$ cat src/rtl/uart_rx_frame_if.sv
// Signal bundle for the 8N1 UART receive side: serial line in, byte/strobe/status out.
// The slave end is the receiver; the master end drives the line and consumes results.
interface uart_rx_frame_if;
  logic       rs232_rx;
  logic [7:0] rx_data;
  logic       rx_valid;
  logic       frame_err;
  logic       rx_int;

  modport master (
    output rs232_rx,
    input  rx_data,
    input  rx_valid,
    input  frame_err,
    input  rx_int
  );

  modport slave (
    input  rs232_rx,
    output rx_data,
    output rx_valid,
    output frame_err,
    output rx_int
  );
endinterface

$ cat src/rtl/uart_rx_frame.sv
// 8N1 UART receiver, LSB first: synchronises the line, samples mid-bit from its own
// baud counter, and reports each byte with a valid strobe or a stop-bit framing error.
module uart_rx_frame #(
  parameter int CLK_FREQ = 50000000,
  parameter int BAUD     = 9600,
  parameter int BPS_CNT  = CLK_FREQ / BAUD,
  parameter int HALF_CNT = BPS_CNT / 2
) (
  input  logic            clk,
  input  logic            rst_n,
  uart_rx_frame_if.slave  bus
);

  localparam int                CNT_W     = $clog2(BPS_CNT);
  localparam logic [CNT_W-1:0]  BPS_LAST  = CNT_W'(BPS_CNT - 1);
  localparam logic [CNT_W-1:0]  HALF_LAST = CNT_W'(HALF_CNT - 1);

  typedef enum logic [1:0] {
    IDLE  = 2'd0,
    START = 2'd1,
    DATA  = 2'd2,
    STOP  = 2'd3
  } state_t;

  // Synchroniser flops reset high so leaving reset never looks like a start edge.
  logic [1:0] sync_reg;
  logic       rx_s_d_reg;
  logic       rx_s;
  logic       fall;

  always_ff @(posedge clk or negedge rst_n) begin
    if (!rst_n) begin
      sync_reg   <= 2'b11;
      rx_s_d_reg <= 1'b1;
    end else begin
      sync_reg   <= {sync_reg[0], bus.rs232_rx};
      rx_s_d_reg <= sync_reg[1];
    end
  end

  assign rx_s = sync_reg[1];
  assign fall = rx_s_d_reg & ~rx_s;

  state_t           state_reg,      state_next;
  logic [CNT_W-1:0] baud_cnt_reg,   baud_cnt_next;
  logic [2:0]       bit_idx_reg,    bit_idx_next;
  logic [7:0]       shift_data_reg, shift_data_next;
  logic [7:0]       rx_data_reg,    rx_data_next;
  logic             rx_valid_reg,   rx_valid_next;
  logic             frame_err_reg,  frame_err_next;
  logic             rx_int_reg,     rx_int_next;

  logic [CNT_W-1:0] cnt_last;
  logic             sample;

  always_ff @(posedge clk or negedge rst_n) begin
    if (!rst_n) begin
      state_reg      <= IDLE;
      baud_cnt_reg   <= '0;
      bit_idx_reg    <= 3'd0;
      shift_data_reg <= 8'h00;
      rx_data_reg    <= 8'h00;
      rx_valid_reg   <= 1'b0;
      frame_err_reg  <= 1'b0;
      rx_int_reg     <= 1'b0;
    end else begin
      state_reg      <= state_next;
      baud_cnt_reg   <= baud_cnt_next;
      bit_idx_reg    <= bit_idx_next;
      shift_data_reg <= shift_data_next;
      rx_data_reg    <= rx_data_next;
      rx_valid_reg   <= rx_valid_next;
      frame_err_reg  <= frame_err_next;
      rx_int_reg     <= rx_int_next;
    end
  end

  // Half-bit wait in START lands every later sample in the middle of its bit.
  assign cnt_last = (state_reg == START) ? HALF_LAST : BPS_LAST;
  assign sample   = (state_reg != IDLE) && (baud_cnt_reg == cnt_last);

  always_comb begin
    state_next      = state_reg;
    bit_idx_next    = bit_idx_reg;
    shift_data_next = shift_data_reg;
    rx_data_next    = rx_data_reg;
    rx_valid_next   = 1'b0;
    frame_err_next  = 1'b0;
    rx_int_next     = rx_int_reg;
    baud_cnt_next   = (state_reg == IDLE || sample) ? '0 : baud_cnt_reg + CNT_W'(1);

    case (state_reg)
      IDLE: begin
        if (fall) begin
          state_next  = START;
          rx_int_next = 1'b1;
        end
      end

      START: begin
        if (sample) begin
          if (!rx_s) begin
            state_next   = DATA;
            bit_idx_next = 3'd0;
          end else begin
            state_next  = IDLE;
            rx_int_next = 1'b0;
          end
        end
      end

      DATA: begin
        if (sample) begin
          shift_data_next[bit_idx_reg] = rx_s;
          bit_idx_next                 = bit_idx_reg + 3'd1;
          if (bit_idx_reg == 3'd7) begin
            state_next = STOP;
          end
        end
      end

      STOP: begin
        // A low stop bit keeps the previous byte; only good frames update rx_data.
        if (sample) begin
          if (rx_s) begin
            rx_data_next  = shift_data_reg;
            rx_valid_next = 1'b1;
          end else begin
            frame_err_next = 1'b1;
          end
          rx_int_next = 1'b0;
          state_next  = IDLE;
        end
      end

      default: begin
        state_next  = IDLE;
        rx_int_next = 1'b0;
      end
    endcase
  end

  assign bus.rx_data   = rx_data_reg;
  assign bus.rx_valid  = rx_valid_reg;
  assign bus.frame_err = frame_err_reg;
  assign bus.rx_int    = rx_int_reg;

endmodule
$ cat src/flat_wrapper.sv
// flat-port wrapper written by rule: the top's interface ports become plain ports
module uart_rx_frame_flat 
#(
  parameter int CLK_FREQ = 50000000,
  parameter int BAUD     = 9600,
  parameter int BPS_CNT  = CLK_FREQ / BAUD,
  parameter int HALF_CNT = BPS_CNT / 2
)
  (clk, rst_n, bus_rs232_rx, bus_rx_data, bus_rx_valid, bus_frame_err, bus_rx_int);
  uart_rx_frame_if bus_i ();
  input  logic clk;
  input  logic rst_n;
  input wire logic [$bits(bus_i.rs232_rx)-1:0] bus_rs232_rx;
  output wire logic [$bits(bus_i.rx_data)-1:0] bus_rx_data;
  output wire logic [$bits(bus_i.rx_valid)-1:0] bus_rx_valid;
  output wire logic [$bits(bus_i.frame_err)-1:0] bus_frame_err;
  output wire logic [$bits(bus_i.rx_int)-1:0] bus_rx_int;
  assign bus_i.rs232_rx = bus_rs232_rx;
  assign bus_rx_data = bus_i.rx_data;
  assign bus_rx_valid = bus_i.rx_valid;
  assign bus_frame_err = bus_i.frame_err;
  assign bus_rx_int = bus_i.rx_int;
  uart_rx_frame #(.CLK_FREQ(CLK_FREQ), .BAUD(BAUD), .BPS_CNT(BPS_CNT), .HALF_CNT(HALF_CNT)) u_core (.clk(clk), .rst_n(rst_n), .bus(bus_i));
endmodule
$ cat config.mk
export PLATFORM = sky130hd
export DESIGN_NAME = uart_rx_frame_flat
export DESIGN_NICKNAME = d
export VERILOG_FILES = /design/src/rtl/uart_rx_frame_if.sv /design/src/rtl/uart_rx_frame.sv /design/src/flat_wrapper.sv
export SDC_FILE = /design/constraint.sdc
export NUM_CORES = 1
export LEC_CHECK = 0
export BUFFER_PORTS_ARGS = -buffer_cell sky130_fd_sc_hd__clkbuf_2
export CAP_MARGIN = 20
export CORE_UTILIZATION = 45
export DETAILED_ROUTE_END_ITERATION = 8
export GPL_TIMING_DRIVEN = 0
export SLEW_MARGIN = 20
export SYNTH_ARGS = -nofsm -noshare
export SYNTH_HDL_FRONTEND = slang
export SYNTH_SLANG_ARGS = --single-unit
export TNS_END_PERCENT = 10
$ cat constraint.sdc
create_clock -name clk -period 4.5 [get_ports clk]
set_clock_uncertainty 0.1 [all_clocks]
set_input_delay 0.675 -clock clk [delete_from_list [all_inputs] [get_ports clk]]
set_output_delay 0.675 -clock clk [all_outputs]
set_load 0.01 [all_outputs]
# Word level (Yosys, flattened, before mapping)
# Cells that the tools add are included.
# word_totals
register_bits	40
word_cells	67
inputBits	3
# classes
n_mux	27
order_cmp	2
n_reduce_logical	12
bitwise_logic	2
eq_ne	12
addsub	2
# ops
op	n
$mux W13	2
$add A13 B1 Y13 const B	1
$eq A13 B13 Y1	1
$mux W2	6
$ne A2 B1 Y1 const B	6
$mux W1	11
$reduce_and A5 Y1	2
$mux W3	3
$bwmux W8	1
$pmux W2 S4	1
$pmux W3 S2	1
$eq A2 B2 Y1 const B	2
$lt A3 B4 Y1 const B	1
$reduce_and A4 Y1	1
$reduce_bool A2 Y1	2
$add A3 B1 Y3 const B	1
$demux W1 S3	1
$eq A3 B3 Y1 const B	1
$ge A3 B1 Y1 const B	1
$pmux W1 S3	1
$reduce_and A3 Y1	1
$reduce_bool A3 Y1	1
$eq A2 B1 Y1 const B	1
$logic_and A1 B1 Y1	2
other kinds (6)	6

# Longest topological paths before layout
# Gate-level depths: netlist of the first run.
# depth
word_depth	6
ltp_mapped	7
mapped_depth_nobuf	5

# Least setup slack after synthesis of the first run
# No wires, ideal clock.
# synth_timing
path_kind	register to register
startpoint	reg u_core.baud_cnt_reg[0]
endpoint	reg u_core.shift_data_reg[3]
setup_ns	0.128
stages_incl_launch_ff	7
t_required_ns	4.272
t_arrival_ns	2.249
setup_slack_ns	2.023
path_cell_list	dfrtp_1 > ha_1 > or3b_4 > or4_1 > buf_4 > nor4b_4 > mux2_1
# synth_via
elab_chain_cells	3
# synth_lines
element	line_no	rtl
start: declaration	uart_rx_frame.sv:45	logic [CNT_W-1:0] baud_cnt_reg, baud_cnt_next;
start signal: assignment	uart_rx_frame.sv:68	baud_cnt_reg <= baud_cnt_next;
$eq A13 B13 Y1	uart_rx_frame.sv:80	assign sample = (state_reg != IDLE) && (baud_cnt_reg == cnt_last);
$logic_and A1 B1 Y1	uart_rx_frame.sv:80	
$reduce_and A2 Y1 (no source line)	n/a	
end signal: assignment	uart_rx_frame.sv:70	shift_data_reg <= shift_data_next;
end: declaration	uart_rx_frame.sv:47	logic [7:0] shift_data_reg, shift_data_next;
# Every way passes these cells.
# A chain may end at the register's enable or synchronous reset.

# Worst setup path after layout of the first run
# layout_timing
startpoint	reg u_core.baud_cnt_reg[0]
endpoint	reg u_core.rx_data_reg[1], in the netlist u_core.bus.rx_data[1]
# layout_via
elab_chain_cells	3
# layout_lines
element	line_no	rtl
$eq A13 B13 Y1	uart_rx_frame.sv:80	
$logic_and A1 B1 Y1	uart_rx_frame.sv:80	
$reduce_and A3 Y1 (no source line)	n/a	
end signal: assignment	uart_rx_frame.sv:71	rx_data_reg <= rx_data_next;
end: declaration	uart_rx_frame.sv:48	logic [7:0] rx_data_reg, rx_data_next;
# Every way passes these cells.

==> results of run 1 <==
==> per-stage QoR <==
| stage | hold WS [ns] | setup slack, ns | area, sq um | instances | utilization (%) |
|---|---|---|---|---|---|
| finish | 0.2031 | 1.840 | 2168 | 240 | 53.44 |
| floorplan | 0.2452 | 2.023 | 1919 | 168 | - |
| CTS | 0.2616 | 1.816 | 2141 | 239 | 52.76 |
| global placement | 0.2461 | 1.875 | 2047 | 231 | 50.45 |
| global route | 0.2319 | 1.719 | 2168 | 240 | 53.44 |
| detailed placement | 0.2501 | 1.820 | 2047 | 231 | 50.45 |
==> synthesized netlist by cell type, drive strengths merged <==
library cell / count / share of area, %
a211oi: 2 / 0.78
dfstp: 3 / 4.1
or3b: 1 / 0.59
a211o: 2 / 0.91
clkbuf: 5 / 0.98
nand2b: 1 / 0.33
nor4b: 1 / 1.2
nor2: 20 / 3.9
nand4b: 3 / 1.4
inv: 2 / 0.39
xnor2: 9 / 4.1
xor2: 2 / 0.91
nand3b: 1 / 0.39
or4: 1 / 0.39
nor2b: 5 / 1.6
mux2i: 1 / 0.52
o221ai: 1 / 0.46
and4b: 1 / 0.52
a22oi: 1 / 0.65
dfrtp: 37 / 48
or2: 1 / 0.33
o22ai: 1 / 0.33
and3: 2 / 0.65
nand4: 6 / 2.0
nand3: 6 / 1.6
o21a: 2 / 0.78
nor3b: 3 / 1.2
a22o: 3 / 1.4
nor4: 4 / 2.0
and2: 2 / 0.65
buf: 3 / 0.91
mux2: 17 / 10
ha: 3 / 2.0
nand2: 7 / 1.4
nor3: 9 / 2.6
==> logic make-up (layout without fill, tap and decap cells) <==
kind of cell               after synthesis  in the layout  synth area share, %
muxes                                   18             18                10.50
buffers and inverters                   10             32                2.282
xor gates and xnor gates                11             11                5.020
adders and majority gates                3              3                1.956
and+or+nand+nor                         74             74                22.62
DFF                                     40             40                52.35
AOI/OAI and AO/OA                       12             12                5.280
==> power by group through the flow <==
stage / Combinational [mW] / Clock [mW] / Sequential, mW
after floorplan: 0.0964 / 0 / 0.405
final: 0.127 / 0.245 / 0.402
after detailed placement: 0.126 / 0 / 0.409
after global placement: 0.123 / 0 / 0.408
after global routing: 0.143 / 0.268 / 0.405
after CTS: 0.126 / 0.254 / 0.402
==> per-layer routing <==
metal	routed length [um]	GRT usage, %	vias to the layer above
li1	-	-	640
met1	1739	23.95	624
met2	1584	28.13	19
met3	95	5.068	5
met4	56	7.979	0
met5	0	0	-
==> final cells by class <==
cell class                      count  area share (%)
Inverter                            2          0.3462
Clock inverter                      1          0.3462
Tap cell                           50           2.885
Clock buffer                        7           3.982
Buffer                              8           1.673
Timing Repair Buffer               14           4.270
Sequential cell                    40           46.34
Multi-Input combinational cell    118           40.16
==> worst paths after layout <==
kind	from	end	slack [ns]	cells past startpoint
setup / recovery	u_core.baud_cnt_reg[0]$_DFF_PN0_	u_core.bus.rx_data[1]$_DFFE_PN0P_	1.84	5
hold / removal	rst_n	u_core.state_reg[0]$_DFFE_PN0P_	0.20	1
setup reg to reg	u_core.baud_cnt_reg[0]$_DFF_PN0_	u_core.bus.rx_data[1]$_DFFE_PN0P_	1.84	5
hold reg to reg	u_core.sync_reg[0]$_DFF_PN1_	u_core.sync_reg[1]$_DFF_PN1_	0.26	0
max in group asynchronous	rst_n	u_core.bus.rx_data[7]$_DFFE_PN0P_	3.63	2
min in group clk	u_core.sync_reg[0]$_DFF_PN1_	u_core.sync_reg[1]$_DFF_PN1_	0.26	0
==> worst reg2reg max path: stages, from the launching register on <==
cell and delay, ns:
dfrtp_1 0.37, ha_1 0.29, or3b_4 0.44, a211o_1 0.30, nor3_2 0.62, mux2_2 0.42
==> results.toml, run 1 <==
[yosys]
synth_nets = 174
synthDistinctLibCells = 39
synthCells = 168
synth_warnings = 0
seq_area_frac_synth_pct = 52.35
avgSynthCellArea_sq_um = 11.42
synth.cell_area_sq_um = 1919
ys_ff_latch = 40

[timing]
tns_ns = 0
worst_pin_slew_ns = 0.7199
hold_viol = 0
rsz0062_at_grt = "false"
fmax_mhz = 376.0
setup_viol = 0
finalCriticalPeriod_ns = 2.660
slew_violations = 0
min_period_over_period_pct = 59.11
relSlewSlack_pct = 51.74

[critical_path]
critical_path_required_ns = 4.57
worstSetupStartpointType = "flip-flop"
criticalPathCategory = "reg2reg"
cp_max_fo = 8
cp_slowest_stage_delay_ns = 0.62
cp_slowest_cell = "nor3_2"
crit_arrival_ns = 2.73
crit_chain = "ha_1, or3b_4, a211o_1, nor3_2, mux2_2"
critPathTopFamily = "simple AND/OR/NAND/NOR gates"
crit_path_end_kind = "flip-flop"
path_buf_inv = 0

[power]
combPwrFrac_pct = 16.5
powerDensity_nw_per_um2 = 357.0
sequentialPowerShare_pct = 51.9
p_int_uw = 561.3
switching_share_pct = 27.49
p_total_uw = 774.1
p_leak_nw = 0.9390
power_switching_uw = 212.8
irDropWorstVdd_v = 0.0002372
p_clk_share_pct = 31.6

[floorplanning]
die_area_sq_um = 4531
start_util_pct = 47.30
dieWidth_um = 67.31
die_h_um = 67.31
row_count = 23
core-area_sq_um = 4058
io_pins = 14

[clock_tree]
cts_sinks = 40
worstSkewPairLatency_ns = 0.29
cts_setup_buffers = 0
clockBufferDepth = 2
cts_tree = "yes"
numCtsBuffers = 5
hold_buffers = 0
cts_resized = 0
cts_htree_levels = 2
clkSlewWorstSetupHoldPaths_ns = 0.08
cts-root-buf = "clkbuf_8"

[route]
first_iter_violations = 70
via_per_inst = 5.367
wire_per_inst_um = 14.48
vias = 1288
wirelength_mm = 3.476
drc = 0
ant_nets = 0
dr.pass1.iters = 4

[finish]
largest_register_ffs = 13
area_delta_synth_final_pct = 12.97
layout_commonest_cell = "dfrtp_1"
regArea_sq_um = 1005
diodes = 0
final_cell_mix = "37 x dfrtp_1, 20 x nor2_1, 14 x mux2_2"
multi_input_area_sq_um = 870.8
finalNetCount = 195
drive_above_1_share_pct = 25.26
fillerInstances = 358

[grt]
grt_max_degree = 41
gr-total-overflow = 0
grt_pass1_wl_mm = 5.989
grt.total_usage_pct = 18.28
grt_pass1_vias = 1253
antenna_found_initial = 0

[placed_design]
placement.io_buffers = 13
gp_congestion = 0.8047
dpl.hpwl_mm = 2.489

[outcome]
status = "finished clean"

[job]
drv_cap = 0

[worst_hold_path]
hold_path_class = "in2async"
Note: power is estimated with default switching activity, not from simulation.
==> run 2: changes to the inputs <==
==> constraint.sdc (replaced) <==
create_clock -name clk -period 2.2 [get_ports clk]
set_clock_uncertainty 0.1 [all_clocks]
set_input_delay 0.33 -clock clk [delete_from_list [all_inputs] [get_ports clk]]
set_output_delay 0.33 -clock clk [all_outputs]
set_load 0.01 [all_outputs]
==> run 2 against run 1 <==
Effect of this change: the flow now finishes with violations (setup timing); clock power grew 99%; sequential share of layout area shrank 2.3 points; via count grew 6.1%; utilization grew 2.8 points; register-to-register slack lost 2.0 ns; non-clock buffer count grew 7; die area is the same; critical path type unchanged; largest cell class unchanged.
==> results.toml, run 2 (synthesis results as in run 1) <==
[worst_hold_path]
holdPathStages = 1
hold_path_class = "in2reg"

[critical_path]
criticalPathCategory = "reg2reg"
reg2reg_from = "u_core.baud_cnt_reg[0]$_DFF_PN0_"
cp_slowest_stage_delay_ns = 0.58
crit_path_start = "u_core.baud_cnt_reg[0]$_DFF_PN0_"
critPathTopFamily = "simple AND/OR/NAND/NOR gates"
crit_arrival_ns = 2.40
path_buf_inv = 0
crit_chain = "ha_4, or3b_4, or4_4, nor4_4, mux2_4"
cp-endpoint = "u_core.shift_data_reg[6]$_DFFE_PN0P_"
r2r_setup_slack_ns = -0.12
reg2reg_to = "u_core.shift_data_reg[6]$_DFFE_PN0P_"
worst-path-stages = 5
critical_path_required_ns = 2.28
cp_slowest_cell = "or4_4"
cp_max_fo = 6
crit_path_end_kind = "flip-flop"
ff2ff_path_depth = 5
worstSetupStartpointType = "flip-flop"

[timing]
min_period_over_period_pct = 105.5
fmax_mhz = 431.0
rsz0062_at_grt = "true"
slew_violations = 0
setup_viol = 17
hold_viol = 0
worst_pin_slew_ns = 0.9464
whs_ns = 0.01403
relSlewSlack_pct = 36.91
setup_slack_ns = -0.1200
finalCriticalPeriod_ns = 2.320

[finish]
final_util_pct = 56.24
diodes = 0
largest_register_ffs = 13
layout_commonest_cell = "dfrtp_1"
final_cell_mix = "37 x dfrtp_1, 19 x nor2_1, 14 x mux2_2"
drive_above_1_share_pct = 32.99
area_delta_synth_final_pct = 18.90
fillerInstances = 359
finalNetCount = 202

[grt]
antenna_found_initial = 0
grt_pass1_vias = 1319
grt.total_usage_pct = 17.98
grt_pass1_wl_mm = 6.037
grt_max_degree = 41
gr-total-overflow = 0

[floorplanning]
start_util_pct = 47.30
core-area_sq_um = 4058
row_count = 23
die_area_sq_um = 4531
io_pins = 14
die_h_um = 67.31
dieWidth_um = 67.31

[route]
ant_nets = 0
vias = 1367
drc = 0
wire_per_inst_um = 14.90
wirelength_mm = 3.681
first_iter_violations = 75
dr.pass1.iters = 4
via_per_inst = 5.534

[clock_tree]
clkSlewWorstSetupHoldPaths_ns = 0.08
worstSkewPairLatency_ns = 0.29
cts_htree_levels = 2
cts_sinks = 40
numCtsBuffers = 5
cts-root-buf = "clkbuf_8"
cts_tree = "yes"
clockBufferDepth = 2

[outcome]
status = "finished, violations left"
violations = "setup timing"

[placed_design]
gp_congestion = 0.7804
dpl.hpwl_mm = 2.516
placement.io_buffers = 13

[power]
p_leak_nw = 0.9769
powerDensity_nw_per_um2 = 727.8
irDropWorstVdd_v = 0.0003788

[job]
drv_cap = 0
## run 2: worst min-delay path by stage
stage	start	endpoint	slack, ns
after floorplan	rst_n	async pin	-0.07
after global placement	u_core.sync_reg[0]$_DFF_PN1_	u_core.sync_reg[1]$_DFF_PN1_	0.25
after detailed placement	u_core.sync_reg[0]$_DFF_PN1_	u_core.sync_reg[1]$_DFF_PN1_	0.25
after CTS	bus_rs232_rx	u_core.sync_reg[0]$_DFF_PN1_	0.01
after global routing	bus_rs232_rx	u_core.sync_reg[0]$_DFF_PN1_	0.001
final	bus_rs232_rx	u_core.sync_reg[0]$_DFF_PN1_	0.01
## run 2: worst register-to-register path, cell delays in order (launching register included)
cell and delay, ns:
dfrtp_1 0.40, ha_4 0.15, or3b_4 0.40, or4_4 0.58
nor4_4 0.26, mux2_4 0.32
## run 2: layout make-up
class | count | area, sq um | area share, %
timing repair buffer | 22 | 145.1 | 6.360
tap | 50 | 62.56 | 2.741
buffer | 7 | 35.03 | 1.535
clock buffer | 5 | 68.82 | 3.015
clock inverter | 3 | 23.77 | 1.042
inverter | 2 | 7.507 | 0.3289
sequential | 40 | 1005 | 44.02
multi-input combinational | 118 | 934.6 | 40.95
## run 2: layer usage
layer | GRT usage [%] | vias to the layer above | routed length (um) | part of all wire (%)
met5 | 0 | - | 0 | 0
met4 | 4.787 | 0 | 52 | 1.4
met3 | 4.561 | 7 | 111 | 3.0
met2 | 29.50 | 23 | 1798 | 49
met1 | 23.47 | 678 | 1718 | 47
li1 | - | 659 | - | -
## run 2: timing repair
action                                  CTS  global route
cloned                                    0             1
endpoints found under the setup margin   27            33
hold buffers                              0             0
pin swaps                                 7             0
buffers inserted                          3             5
resized for setup                         6             6
## run 2: stage by stage
| stage | setup WS [ns] | TNS, ns | std cells | total power [mW] | cell area (sq um) |
|---|---|---|---|---|---|
| after floorplan | -0.1223 | -0.8135 | 168 | 1.045 | 1939 |
| after global placement | -0.2967 | -5.319 | 231 | 1.107 | 2067 |
| after detailed placement | -0.3151 | -5.880 | 231 | 1.115 | 2067 |
| after CTS | -0.1408 | -1.322 | 241 | 1.633 | 2212 |
| after global routing | -0.1897 | -2.908 | 247 | 1.758 | 2282 |
| final | -0.1200 | -0.5798 | 247 | 1.661 | 2282 |
## run 2: power breakdown
group,switching (mW),internal [mW],leakage (nW)
Sequential,0.0438,0.785,0.533
Combinational,0.182,0.162,0.403
Clock,0.263,0.224,0.0404
==> run 3: changes to the inputs <==
--- a/config.mk
+++ b/config.mk
@@ -5,7 +5,7 @@
 export SDC_FILE = /design/constraint.sdc
 export NUM_CORES = 1
 export LEC_CHECK = 0
-export BUFFER_PORTS_ARGS = -buffer_cell sky130_fd_sc_hd__clkbuf_2
+export BUFFER_PORTS_ARGS = -buffer_cell sky130_fd_sc_hd__buf_2
 export CAP_MARGIN = 20
 export CORE_UTILIZATION = 45
 export DETAILED_ROUTE_END_ITERATION = 8
==> run 3 against run 2 <==
Effect of this change: the run still ends with setup timing left; fmax up 0.78%; worst hold slack better by 0.019 ns; via count down 2.4%; largest power group unchanged; clock power down 3%; final cell count down 1.2%; total power down 2.4%; sequential share of layout area up 1.1 points; flip-flop and latch count unchanged.
==> results.toml, run 3 (synthesis results as in run 1) <==
[clock_tree]
numCtsBuffers = 5
cts_htree_levels = 2
hold_buffers = 0
cts_tree = "yes"
cts_sinks = 40
clkSlewWorstSetupHoldPaths_ns = 0.08
clockBufferDepth = 2
worstSkewPairLatency_ns = 0.29
cts-root-buf = "clkbuf_8"

[worst_hold_path]
hold_path_class = "in2reg"
holdPathStages = 1

[outcome]
status = "finished, violations left"
violations = "setup timing"

[floorplanning]
die_area_sq_um = 4531
die_h_um = 67.31
dieWidth_um = 67.31
start_util_pct = 47.30
row_count = 23
io_pins = 14
core-area_sq_um = 4058

[route]
dr.pass1.iters = 4
vias = 1334
ant_nets = 0
drc = 0
via_per_inst = 5.467
wire_per_inst_um = 14.56
first_iter_violations = 67
wirelength_mm = 3.552

[timing]
setup_slack_ns = -0.1022
finalCriticalPeriod_ns = 2.302
hold_viol = 0
tns_ns = -0.4365
worst_pin_slew_ns = 0.8596
min_period_over_period_pct = 104.6
fmax_mhz = 434.4
relSlewSlack_pct = 42.69
whs_ns = 0.03279
setup_viol = 15
slew_violations = 0
rsz0062_at_grt = "true"

[power]
p_total_mw = 1.620
powerDensity_nw_per_um2 = 728.0
p_leak_nw = 0.9785
irDropWorstVdd_v = 0.0004503

[critical_path]
critical_path_required_ns = 2.29
worstSetupStartpointType = "flip-flop"
crit_path_end_kind = "flip-flop"
criticalPathCategory = "reg2reg"
ff2ff_path_depth = 5
cp_max_fo = 7
crit_arrival_ns = 2.39

[grt]
grt_pass1_wl_mm = 6.085
grt_max_degree = 41
grt_pass1_vias = 1297
grt.total_usage_pct = 18.40
gr-total-overflow = 0
antenna_found_initial = 0

[job]
drv_cap = 0

[finish]
drive_above_1_share_pct = 30.41
multi_input_area_sq_um = 914.6
regArea_sq_um = 1005
final_cell_area_sq_um = 2226
layout_commonest_cell = "dfrtp_1"
finalNetCount = 199
fillerInstances = 348
final_cell_mix = "37 x dfrtp_1, 20 x nor2_1, 14 x mux2_2, 14 x buf_2, 9 x xnor2_1"
area_delta_synth_final_pct = 15.97
largest_register_ffs = 13
diodes = 0

[placed_design]
dpl.hpwl_mm = 2.498
placed_area_sq_um = 2067
placement.io_buffers = 13
gp_congestion = 0.7914
[run 3: changes by cell type in the layout (fill, tap and decap cells not counted), sizes merged]
| cell | change |
|---|---|
| clkinvlp | -2 |
| clkbuf | -14 |
| clkinv | +2 |
| buf | +11 |
[run 3: power breakdown]
part | total (mW) | switching, mW | internal, mW
logic | 0.299 | 0.154 | 0.146
registers | 0.847 | 0.0617 | 0.786
clock network | 0.474 | 0.253 | 0.221
total | 1.62 | 0.468 | 1.15
[run 3: final timing paths]
kind / start / slack (ns) / to
setup / recovery: u_core.baud_cnt_reg[0]$_DFF_PN0_ / -0.10 / u_core.shift_data_reg[3]$_DFFE_PN0P_
max in group asynchronous: rst_n / 1.42 / u_core.bus.rx_data[0]$_DFFE_PN0P_
setup reg to reg: u_core.baud_cnt_reg[0]$_DFF_PN0_ / -0.10 / u_core.shift_data_reg[3]$_DFFE_PN0P_
hold reg to reg: u_core.sync_reg[0]$_DFF_PN1_ / 0.27 / u_core.sync_reg[1]$_DFF_PN1_
hold / removal: bus_rs232_rx / 0.03 / u_core.sync_reg[0]$_DFF_PN1_
min in group asynchronous: rst_n / 0.04 / u_core.bit_idx_reg[1]$_DFFE_PN0P_
[run 3: critical path, cell delays in order, from the launching register on]
cell,delay (ns)
dfrtp_1,0.40
ha_4,0.15
or3b_4,0.40
or4_4,0.58
nor4b_4,0.25
mux2_4,0.32
[run 3: through the flow]
stage	setup slack [ns]	util, %	std cells
after floorplan	-0.1223	-	168
after global placement	-0.2962	50.94	231
after detailed placement	-0.3378	50.94	231
after CTS	-0.1135	54.27	242
after global routing	-0.1575	54.86	244
final	-0.1022	54.86	244
[run 3: layer usage]
layer | wire, um | global-route usage, % | vias up
met1 | 1712 | 23.98 | 660
met2 | 1670 | 28.88 | 16
met3 | 106 | 5.068 | 5
met5 | 0 | 0 | -
met4 | 62 | 7.181 | 0
li1 | - | - | 653
[run 3: layout make-up]
type | instances | share of cell area (%)
Buffer | 6 | 1.405
Clock buffer | 5 | 3.092
Clock inverter | 3 | 0.8432
Inverter | 2 | 0.3373
Multi-Input combinational cell | 118 | 41.09
Sequential cell | 40 | 45.14
Tap cell | 50 | 2.811
Timing Repair Buffer | 20 | 5.284
[run 3: timing repair]
item                       in CTS  in global routing
resized for setup               6                  1
setup buffers                   4                  3
setup endpoints to repair      27                 32
pin swaps                       8                  1
